### config.mk
export PLATFORM = sky130hd
export DESIGN_NAME = plab5_mcore_dma_cmd_queue
export DESIGN_NICKNAME = d
export VERILOG_FILES = /design/src/rtl/plab5_mcore_dma_cmd_queue.sv
export SDC_FILE = /design/constraint.sdc
export NUM_CORES = 1
export LEC_CHECK = 0
export CORE_ASPECT_RATIO = 1.2
export CORE_MARGIN = 3
export CORE_UTILIZATION = 50
export CTS_BUF_LIST = sky130_fd_sc_hd__clkbuf_8 sky130_fd_sc_hd__clkbuf_16
export CTS_CLUSTER_DIAMETER = 200
export DETAILED_ROUTE_END_ITERATION = 7
export PLACE_DENSITY = 0.83
export SKIP_LAST_GASP = 1
export SLEW_MARGIN = 40
export SYNTH_ARGS = -nofsm -noshare
export SYNTH_HDL_FRONTEND = slang
export SYNTH_SLANG_ARGS = --single-unit
### constraint.sdc
create_clock -name clk -period 4.1 [get_ports clk]
set_input_delay 0.82 -clock clk [delete_from_list [all_inputs] [get_ports clk]]
set_output_delay 0.82 -clock clk [all_outputs]
set_load 0.005 [all_outputs]
### src/rtl/plab5_mcore_dma_cmd_queue.sv
// DMA command queue: FIFO of copy commands issued one at a time to the DMA controller with tagged completions; PLAB5_MCORE_DMA_CMDQ_TIMEOUT_EN adds a BUSY watchdog.
// Latency: accept to dma_val 2 cycles into an idle empty queue; dma_ack to done_val 1 cycle.
// Backpressure: cmd_rdy drops when full (no same-cycle refill); dma_rdy stalls the head; done_rdy stalls the next issue.

module plab5_mcore_dma_cmd_queue_fifo #(
    parameter int p_width = 8,
    parameter int p_depth = 4
) (
    input  logic               clk,
    input  logic               reset,
    input  logic               enq_vld,
    output logic               enq_rdy,
    input  logic [p_width-1:0] enq_dat,
    output logic               deq_vld,
    input  logic               deq_rdy,
    output logic [p_width-1:0] deq_dat
);
    localparam int c_ptr_nbits = $clog2(p_depth);

    logic [p_width-1:0]     mem [p_depth];
    logic [c_ptr_nbits-1:0] wr_ptr;
    logic [c_ptr_nbits-1:0] rd_ptr;
    logic [c_ptr_nbits:0]   count;
    logic                   enq;
    logic                   deq;

    // Readiness comes from the registered count only, so a pop cannot make room in the same cycle.
    assign enq_rdy = (count != (c_ptr_nbits+1)'(p_depth));
    assign deq_vld = (count != '0);
    assign enq     = enq_vld && enq_rdy;
    assign deq     = deq_vld && deq_rdy;
    assign deq_dat = mem[rd_ptr];

    always_ff @(posedge clk) begin
        if (reset) begin
            wr_ptr <= '0;
            rd_ptr <= '0;
            count  <= '0;
        end else begin
            if (enq) wr_ptr <= wr_ptr + 1'b1;
            if (deq) rd_ptr <= rd_ptr + 1'b1;
            if (enq && !deq)      count <= count + 1'b1;
            else if (deq && !enq) count <= count - 1'b1;
        end
    end

    always_ff @(posedge clk) begin
        if (enq) mem[wr_ptr] <= enq_dat;
    end
endmodule

module plab5_mcore_dma_cmd_queue #(
    parameter int  p_opaque_nbits   = 8,
    parameter int  p_addr_nbits     = 32,
    parameter int  p_data_nbits     = 32,
    parameter int  p_num_entries    = 4,
    parameter int  p_timeout_cycles = 256,
    // Memory request message minus its data field: type(3) + opaque + addr + len.
    localparam int c_req_cnbits     = 3 + p_opaque_nbits + p_addr_nbits + $clog2(p_data_nbits/8)
) (
    input  logic                    clk,
    input  logic                    reset,
    input  logic                    cmd_val,
    output logic                    cmd_rdy,
    input  logic                    cmd_domain,
    input  logic [p_addr_nbits-1:0] cmd_src_addr,
    input  logic [p_addr_nbits-1:0] cmd_dest_addr,
    input  logic [c_req_cnbits-1:0] cmd_control,
    output logic                    dma_val,
    input  logic                    dma_rdy,
    output logic                    dma_domain,
    output logic [p_addr_nbits-1:0] dma_src_addr,
    output logic [p_addr_nbits-1:0] dma_dest_addr,
    output logic [c_req_cnbits-1:0] dma_req_control,
    input  logic                    dma_ack,
    output logic                    done_val,
    input  logic                    done_rdy,
    output logic                    done_domain,
    output logic [7:0]              done_tag,
    output logic                    done_status
);
    if (p_num_entries < 2 || (p_num_entries & (p_num_entries - 1)) != 0) begin : g_bad_depth
        $error("p_num_entries must be a power of two >= 2");
    end
    if (p_timeout_cycles < 1) begin : g_bad_timeout
        $error("p_timeout_cycles must be >= 1");
    end

    localparam logic [1:0] STATE_IDLE  = 2'd0;
    localparam logic [1:0] STATE_ISSUE = 2'd1;
    localparam logic [1:0] STATE_BUSY  = 2'd2;
    localparam logic [1:0] STATE_DONE  = 2'd3;

    typedef struct packed {
        logic                    domain;
        logic [7:0]              tag;
        logic [p_addr_nbits-1:0] src_addr;
        logic [p_addr_nbits-1:0] dest_addr;
        logic [c_req_cnbits-1:0] control;
    } entry_t;

    entry_t     enq_entry;
    entry_t     head;
    logic       head_vld;
    logic [1:0] state;
    logic [7:0] tag_ctr;
    logic       fly_domain;
    logic [7:0] fly_tag;
    logic       issue;
    logic       expire;

    assign enq_entry = '{domain:    cmd_domain,
                         tag:       tag_ctr,
                         src_addr:  cmd_src_addr,
                         dest_addr: cmd_dest_addr,
                         control:   cmd_control};

    plab5_mcore_dma_cmd_queue_fifo #(
        .p_width ($bits(entry_t)),
        .p_depth (p_num_entries)
    ) cmd_fifo (
        .clk     (clk),
        .reset   (reset),
        .enq_vld (cmd_val),
        .enq_rdy (cmd_rdy),
        .enq_dat (enq_entry),
        .deq_vld (head_vld),
        .deq_rdy (issue),
        .deq_dat (head)
    );

    assign issue = (state == STATE_ISSUE) && dma_rdy;

    always_ff @(posedge clk) begin
        if (reset)                  tag_ctr <= '0;
        else if (cmd_val && cmd_rdy) tag_ctr <= tag_ctr + 1'b1;
    end

`ifdef PLAB5_MCORE_DMA_CMDQ_TIMEOUT_EN
    localparam int c_tmr_nbits = $clog2(p_timeout_cycles) + 1;

    logic [c_tmr_nbits-1:0] timer;
    logic                   status_q;

    // timer holds the number of BUSY cycles already completed.
    assign expire = (state == STATE_BUSY) && (timer == c_tmr_nbits'(p_timeout_cycles - 1));

    always_ff @(posedge clk) begin
        if (reset)                     timer <= '0;
        else if (issue)                timer <= '0;
        else if (state == STATE_BUSY)  timer <= timer + 1'b1;
    end

    // An ack arriving in the expiry cycle still reports success.
    always_ff @(posedge clk) begin
        if (reset)
            status_q <= 1'b0;
        else if (state == STATE_BUSY && (dma_ack || expire))
            status_q <= !dma_ack;
    end

    assign done_status = status_q;
`else
    assign expire      = 1'b0;
    assign done_status = 1'b0;
`endif

    always_ff @(posedge clk) begin
        if (reset) begin
            state       <= STATE_IDLE;
            fly_domain  <= 1'b0;
            fly_tag     <= '0;
            done_domain <= 1'b0;
            done_tag    <= '0;
        end else begin
            case (state)
                STATE_IDLE:  if (head_vld) state <= STATE_ISSUE;
                STATE_ISSUE: if (dma_rdy) begin
                    fly_domain <= head.domain;
                    fly_tag    <= head.tag;
                    state      <= STATE_BUSY;
                end
                STATE_BUSY:  if (dma_ack || expire) begin
                    done_domain <= fly_domain;
                    done_tag    <= fly_tag;
                    state       <= STATE_DONE;
                end
                STATE_DONE:  if (done_rdy) state <= STATE_IDLE;
                default:     state <= STATE_IDLE;
            endcase
        end
    end

    assign dma_val         = (state == STATE_ISSUE);
    assign dma_domain      = dma_val ? head.domain    : 1'b0;
    assign dma_src_addr    = dma_val ? head.src_addr  : '0;
    assign dma_dest_addr   = dma_val ? head.dest_addr : '0;
    assign dma_req_control = dma_val ? head.control   : '0;
    assign done_val        = (state == STATE_DONE);
endmodule

== Word level (Yosys, flattened, before mapping) ==
Memory sizes are Yosys's and may differ from the RTL's. A register that Yosys moved wholly into a read port is not among the register bits.
Cells that the tools add are included.

* Flip-flop bits (word level): 35
* RAM bits: 472
* Input port bits: 116
* Word-level logic and storage cells: 51
* Memories kept: 1

{| class="wikitable"
|+ Memories
! name !! depth !! bits a word !! read ports !! clocked after Yosys merged registers in !! write ports !! RTL line !! text
|-
| cmd_fifo.mem || 4 || 118 || 1 || 1 || 1 || 20 || <nowiki>logic [p_width-1:0] mem [p_depth];</nowiki>
|}

* $add $sub $neg: 5
* Equality and inequality tests: 8
* Mux-type cells: 15
* Reduce and logical (&&, ||, !) cells: 13

{| class="wikitable"
|+ Operators with widths
! operator !! number
|-
| 32-bit 2-to-1 mux || 2
|-
| 45-bit 2-to-1 mux || 1
|-
| 2-bit 2-to-1 mux || 6
|-
| 8-bit by 1-bit adder with 8-bit output (second input constant) || 1
|-
| 2-bit case mux with 4 select lines || 1
|-
| 3-bit 2-to-1 mux || 2
|-
| 2-bit by 1-bit inequality test with 1-bit output (second input constant) || 3
|-
| 1-bit logical AND || 5
|-
| 2-bit by 1-bit adder with 2-bit output (second input constant) || 2
|-
| 2-bit == test (second input constant) || 2
|-
| 2-bit AND reduction || 2
|-
| 4-bit AND reduction || 1
|-
| 3-bit by 1-bit adder with 3-bit output (second input constant) || 1
|-
| 1-bit 2-to-1 mux || 3
|-
| 3-bit inequality test (second input constant) || 1
|-
| 3-bit nonzero test || 1
|-
| 3-bit by 1-bit subtractor with 3-bit output (second input constant) || 1
|-
| 2-bit by 1-bit == test with 1-bit output (second input constant) || 1
|-
| 1-bit logical NOT || 2
|-
| 2-bit logical NOT || 1
|-
| 2-bit inequality test (second input constant) || 1
|-
| 2-bit nonzero test || 1
|}

== Depth between registers and ports, before layout ==
Gate-level depths: netlist (run 1).

* Depth after elaboration: 6
* Depth in mapped cells: 9
* Gate-level depth less buffers: 9

== By module ==
Synthesis (run 1) repeated with hierarchy kept, for this count alone.

* Cell total of the unflattened synthesis: 924
* Area total of the unflattened synthesis: 19339.8 µm²

{| class="wikitable"
|+ Modules (own cells, without submodules)
! module !! times used !! cells each !! area each (µm²) !! sequential area each (µm²)
|-
| plab5_mcore_dma_cmd_queue_fifo || 1 || 664 || 17448.0 || 14353.8
|-
| plab5_mcore_dma_cmd_queue || 1 || 260 || 1891.8 || 560.5
|}

== Worst setup path after synthesis (run 1) ==
OpenSTA, ideal clock, no wires.

* Path kind: input-to-reg
* Start: input cmd_val
* End: memory cmd_fifo.mem[2][0] (netlist bit) (enable)
* Arrival time: 3763 ps
* Slack: -155 ps
* Stages on the path: 2
* Buffers on the path: 1
* Cell sequence: buf_2 and3_1

* Word-level cells in the longest chain between the ends: 3

{| class="wikitable"
|+ Ends and longest elaborated chain
! item !! RTL line !! text
|-
| from (decl) || 63 || <nowiki>input logic cmd_val,</nowiki>
|-
| 1-bit logical AND || 30 || <nowiki>assign enq = enq_vld && enq_rdy;</nowiki>
|-
| 1-bit 2-to-1 mux || 48 || <nowiki>if (enq) mem[wr_ptr] <= enq_dat;</nowiki>
|-
| 1-bit 2-to-1 mux (not written as such) || 48 ||
|-
| to (decl) || 20 ||
|}

No other way between the ends.

==> results of run 1 <==
cell type report:
class                      count  area [sq um]  area share
inverter                       8         30.03    0.001242
clock buffer                  52          1267     0.05242
clock inverter                35         447.9     0.01852
sequential                   509         14920      0.6171
timing repair buffer         261          2685      0.1110
tap                          480         600.6     0.02484
antenna                        1         2.502   0.0001035
multi-input combinational    367          4225      0.1747
logic make-up after synthesis:
kind of cell / synth area share
buf+inv: 0.01356
flops: 0.7700
fa+ha+maj: 0.007493
other cells: 0.0001936
compound gates: 0.01085
xor+xnor: 0.001357
simple gates: 0.05600
mux: 0.1406
worst max-delay path by stage:
stage / startpoint / endpoint / cells after the start
2_1_floorplan: cmd_val / cmd_fifo.mem[2][0] / 2
3_3_place_gp: cmd_val / cmd_fifo.count[2] / 9
3_5_place_dp: cmd_val / cmd_fifo.count[2] / 9
4_1_cts: flip-flop / dma_dest_addr[19] / 4
5_1_grt: flip-flop / dma_src_addr[22] / 4
6_report: flip-flop / dma_dest_addr[21] / 4
sequential cells by signal, indices dropped and copies added (netlist names), named ones only:
signal	cells
done_tag	8
cmd_fifo.rd_ptr	2
fly_tag	8
cmd_fifo.count	3
state	2
cmd_fifo.mem	472
cmd_fifo.wr_ptr	2
tag_ctr	8
done_domain	1
fly_domain	1
routing by layer:
metal | track usage | routed length [um] | vias up
met2 | 0.3215 | 19650 | 323
met3 | 0.04184 | 2563 | 81
met5 | 0 | 35 | -
met4 | 0.05888 | 1124 | 6
met1 | 0.2390 | 14790 | 5036
li1 | - | - | 4260
worst reg2reg max path, cell delays in order (launching register included):
cell	delay, ps
dfxtp_1	370
inv_1	100
ha_4	320
buf_12	300
o311ai_2	180
ha_1	260
inv_1	60
fa_1	370
xor2_1	180
or3_1	310
a21oi_1	140
cell usage in the layout (no fill, tap or decap), drive strengths merged, types with 3 or more instances in the layout:
cell,count
a21oi,26
and3,4
nand3,16
clkdlybuf4s50,236
inv,12
edfxtp,472
dfxtp,37
and2,111
o21ai,6
mux4,118
clkinv,17
clkbuf,52
ha,10
nor2,9
nor2b,7
nand2,30
clkinvlp,3
or3,3
buf,25
bufinv,11
mux2,4
nor3,3
through the flow:
step                      utilization  total power [mW]  hold WS [ps]  worst slack [ps]  instances
after detailed placement       0.5902             9.106         449.5             967.9       1625
after global routing           0.6353             14.26         478.5             340.0       1713
after floorplan                     -             7.759         436.6              1188        932
after CTS                      0.6352             13.86         458.9             409.5       1712
final                          0.6353             13.70         462.3             496.0       1713
after global placement         0.5903             9.042         447.4             998.4       1625
power by group:
part / internal (mW) / switching [mW] / total [mW] / leakage [nW]
clock network: 2.92 / 1.81 / 4.73 / 0.850
logic: 1.44 / 1.17 / 2.62 / 2.25
registers: 6.19 / 0.159 / 6.35 / 4.64
==> results.toml, run 1 <==
[run_status]
status = "completed"

[synth]
synth_seq_area_share = 0.7700
synth_edf_count = 472
synth_nets = 1059
syn_area_sq_um = 19370
avgSynthCellArea_sq_um = 20.78
ys_seq_elements = 509
yosysWarnings = 0
async_flop_share = 0
ys_top_cells_by_area = "edfxtp_1, mux4_2, dfxtp_1, and2_1, a21oi_1"
netlist_instances = 932
yosysTopAreaCell = "edfxtp_1"
yosysUniqueCellTypes = 37
synth_top_area_share = 0.7317
synthTopCellsByCount = "edfxtp_1, mux4_2, and2_1, dfxtp_1, nand2_1"
synthFlopType = "edfxtp_1"
synth.most_common_cell = "edfxtp_1"

[worst_setup_path]
timing.rr.start = "state[1]"
timing.rr.end = "cmd_fifo.count[2]"
cpPeakStageDelay_ps = 610
path_class = "reg -> out"
arrival_ps = 2780
slowest_stage = "dfxtp_4"
cp_top_family = "buffers and inverters"
cp-end-kind = "output port"
worstPathCellList = "buf_12 -> mux4_2 -> and2_1 -> clkdlybuf4s50_1"
cp_num_buf_inv = 2
start_kind = "flip-flop"
required_ps = 3280
path_max_fanout = 41
r2r.worst_path.cells = 10
reg2reg_slack_ps = 1440

[die]
die_x_um = 185.7
start_util = 0.5089
core-area_sq_um = 38060
die_area_sq_um = 41150
chipHeight_um = 221.6
io_pins = 239
rows = 78

[cts]
cts_resized = 0
cts_tree = "built"
clock_path_buffers = 3
clk_pin_slew_ps = 60
cts_num_sinks = 509
htreeDepth = 2
clk_latency_ps = 540
cts_root_buf = "clkbuf_16"
cts_buffers = 48
post-cts-setup-buffers = 0
cts_hold_buf = 0

[route]
ant_nets = 0
drc_errors = 0
wl_um = 38160
dr.first_iter.drc_count = 605
drt_pre_antenna_iters = 5
via_count = 9706
vias_per_cell = 5.666
wl_per_cell_um = 22.28

[placement]
portBuffers = 237
place_area_sq_um = 22460
place.gp.congestion = 0.7492
hpwlAfterDp_um = 22740

[global_route]
track_usage = 0.1872
grt_max_degree = 64
grt_pass1_vias = 10320
grt_pass1_wl_um = 59340
antenna_found_initial = 4
gr-total-overflow = 0

[timing]
hold_violations = 0
setup_viol_count_final = 0
timing.setup.tns_ps = 0
rsz0062_at_grt = "no"
fin_crit_ps = 3604
fmax_mhz = 277.5
slew_viol_final = 0
clock_skew_ps = 16.35
period_share = 0.8790
relSlewSlack = 0.5349
tightest_slew_ps = 694.6

[hold_path]
whs_endpoint = "fly_tag[2]"
min_from = "fly_tag[2]"
hp-class = "reg -> reg"
hold_depth = 2

[job]
cap_violations = 0

[layout]
area_growth_pct = 24.84
final_nets = 1322
nFillCells = 2524
drive_above_1_share = 0.1859
fin_area_sq_um = 24180

[power_and_ir_drop]
peakVddDrop_mv = 0.5160
leakagePower_nw = 7.738
power.density_nw_per_um2 = 566.4
Power figures use the tool's default switching activity.
==> inputs of run 2 (changes only) <==
ABC_CLOCK_PERIOD_IN_PS = 4100   (was not set)
CTS_CLUSTER_DIAMETER = not set   (was 200)
==> results of run 2 <==
No change in the layout: final DEF, timing and power equal those of run 1.
==> inputs of run 3 (changes only) <==
CORE_MARGIN = 10   (was 3)
==> results.toml, run 3 (synthesized netlist as in run 1, its figures left out) <==
[power_and_ir_drop]
p_switching_mw = 3.182
clock_power_share = 0.328
swShare = 0.2379
p_int_mw = 10.19
power_mw = 13.37
leakagePower_nw = 7.667
power_frac_comb = 0.198
peakVddDrop_mv = 0.4263
seqPwrFrac = 0.474
power.density_nw_per_um2 = 556.8

[route]
wl_per_cell_um = 23.00
drc_errors = 0
dr.first_iter.drc_count = 469
vias_per_cell = 5.555
via_count = 9494
wl_um = 39310
drt_pre_antenna_iters = 4
ant_nets = 0

[layout]
regMostFlops = "cmd_fifo.mem"
postLayoutCoreUtil = 0.6311
mostFrequentLayoutCells = "edfxtp_1, clkdlybuf4s50_1, mux4_2"
area_growth_pct = 24.01
final_nets = 1315
fin_area_sq_um = 24020
largest_register_ffs = 472
final_cell_count_no_fill = 1709
final_common_cell = "edfxtp_1"
drive_above_1_share = 0.1803

[worst_setup_path]
start_kind = "flip-flop"
path_class = "reg -> out"
required_ps = 3280
cpPeakStageDelay_ps = 590
path_max_fanout = 36
cp-end-kind = "output port"
arrival_ps = 2660
slowest_stage = "mux4_2"
worstPathCellList = "buf_12 -> mux4_2 -> and2_1 -> clkdlybuf4s50_1"

[timing]
slew_viol_final = 0
timing.setup.tns_ps = 0
worst_slack_ps = 618.0
hold_violations = 0
rsz0062_at_grt = "no"
fin_hold_ws_ps = 456.2
tightest_slew_ps = 681.0
relSlewSlack = 0.5440
clock_skew_ps = 14.17
fmax_mhz = 287.2
fin_crit_ps = 3482
period_share = 0.8493
setup_viol_count_final = 0

[placement]
place_area_sq_um = 22440
portBuffers = 237
place.gp.congestion = 0.7833
place_ws_ps = 953.1
hpwlAfterDp_um = 24840
place_inst = 1618

[die]
die_x_um = 199.7
rows = 78
start_util = 0.5089
core-area_sq_um = 38060
io_pins = 239
chipHeight_um = 235.6
die_area_sq_um = 47050

[hold_path]
hp-class = "reg -> reg"

[job]
cap_violations = 0

[cts]
post-cts-setup-buffers = 0
cts_num_sinks = 509
cts_root_buf = "clkbuf_16"
cts_hold_buf = 0
cts_buffers = 48
clock_path_buffers = 3
clk_pin_slew_ps = 60
htreeDepth = 2
cts_tree = "built"
clk_latency_ps = 560
cts_resized = 0

[global_route]
gr-total-overflow = 0
grt_max_degree = 53
grt_pass1_vias = 10420
antenna_found_initial = 4
grt_pass1_wl_um = 61680
track_usage = 0.1703

[run_status]
status = "completed"
## run 3: changes by cell type in the layout (fill, tap and decap cells not counted), sizes merged, moves of 2 or more
| cell | delta |
|---|---|
| bufinv | -5 |
| inv | +7 |
| buf | -8 |
| diode | +2 |
| clkbuf | -3 |
| clkinv | +3 |
## run 3: path summary, 6_finish.rpt
path | start | endpoint | slack, ps | cells past startpoint
max | flip-flop | dma_src_addr[11] | 620 | 4
min | done_tag[7] | done_tag[7] | 460 | 2
max reg2reg | cmd_fifo.count[0] | cmd_fifo.mem[1][12] | 1540 | 4
min reg2reg | done_tag[7] | done_tag[7] | 460 | 2
## run 3: cell type report
class / count / area [sq um]
diodes: 3 / 7.507
inverters: 8 / 30.03
multi-input cells: 367 / 4225
flip-flops and latches: 509 / 14920
fillers: 2522 / 14040
clock buffers: 49 / 1226
clock inverters: 39 / 346.6
repair buffers: 254 / 2663
well taps: 480 / 600.6
## run 3: layer usage
metal / wire (um) / vias to the layer above / GRT usage
li1: - / 4247 / -
met1: 14990 / 4903 / 0.2020
met2: 20970 / 285 / 0.3013
met3: 2497 / 57 / 0.03829
met4: 835 / 2 / 0.05063
met5: 17 / - / 0
## run 3: power groups by stage
stage	Sequential (mW)	Combinational, mW	Clock, mW
6_report	6.34	2.65	4.39
5_1_grt	6.38	2.88	4.69
4_1_cts	6.34	2.72	4.48
3_5_place_dp	6.45	2.71	0
3_3_place_gp	6.41	2.69	0
2_1_floorplan	6.41	1.35	0
## run 3: critical path, delay by kind of cell, from the launching register on
kind | cells | cell delay [ps]
muxes | 1 | 590
and+or+nand+nor | 1 | 200
buffers and inverters | 2 | 780
DFF | 1 | 490
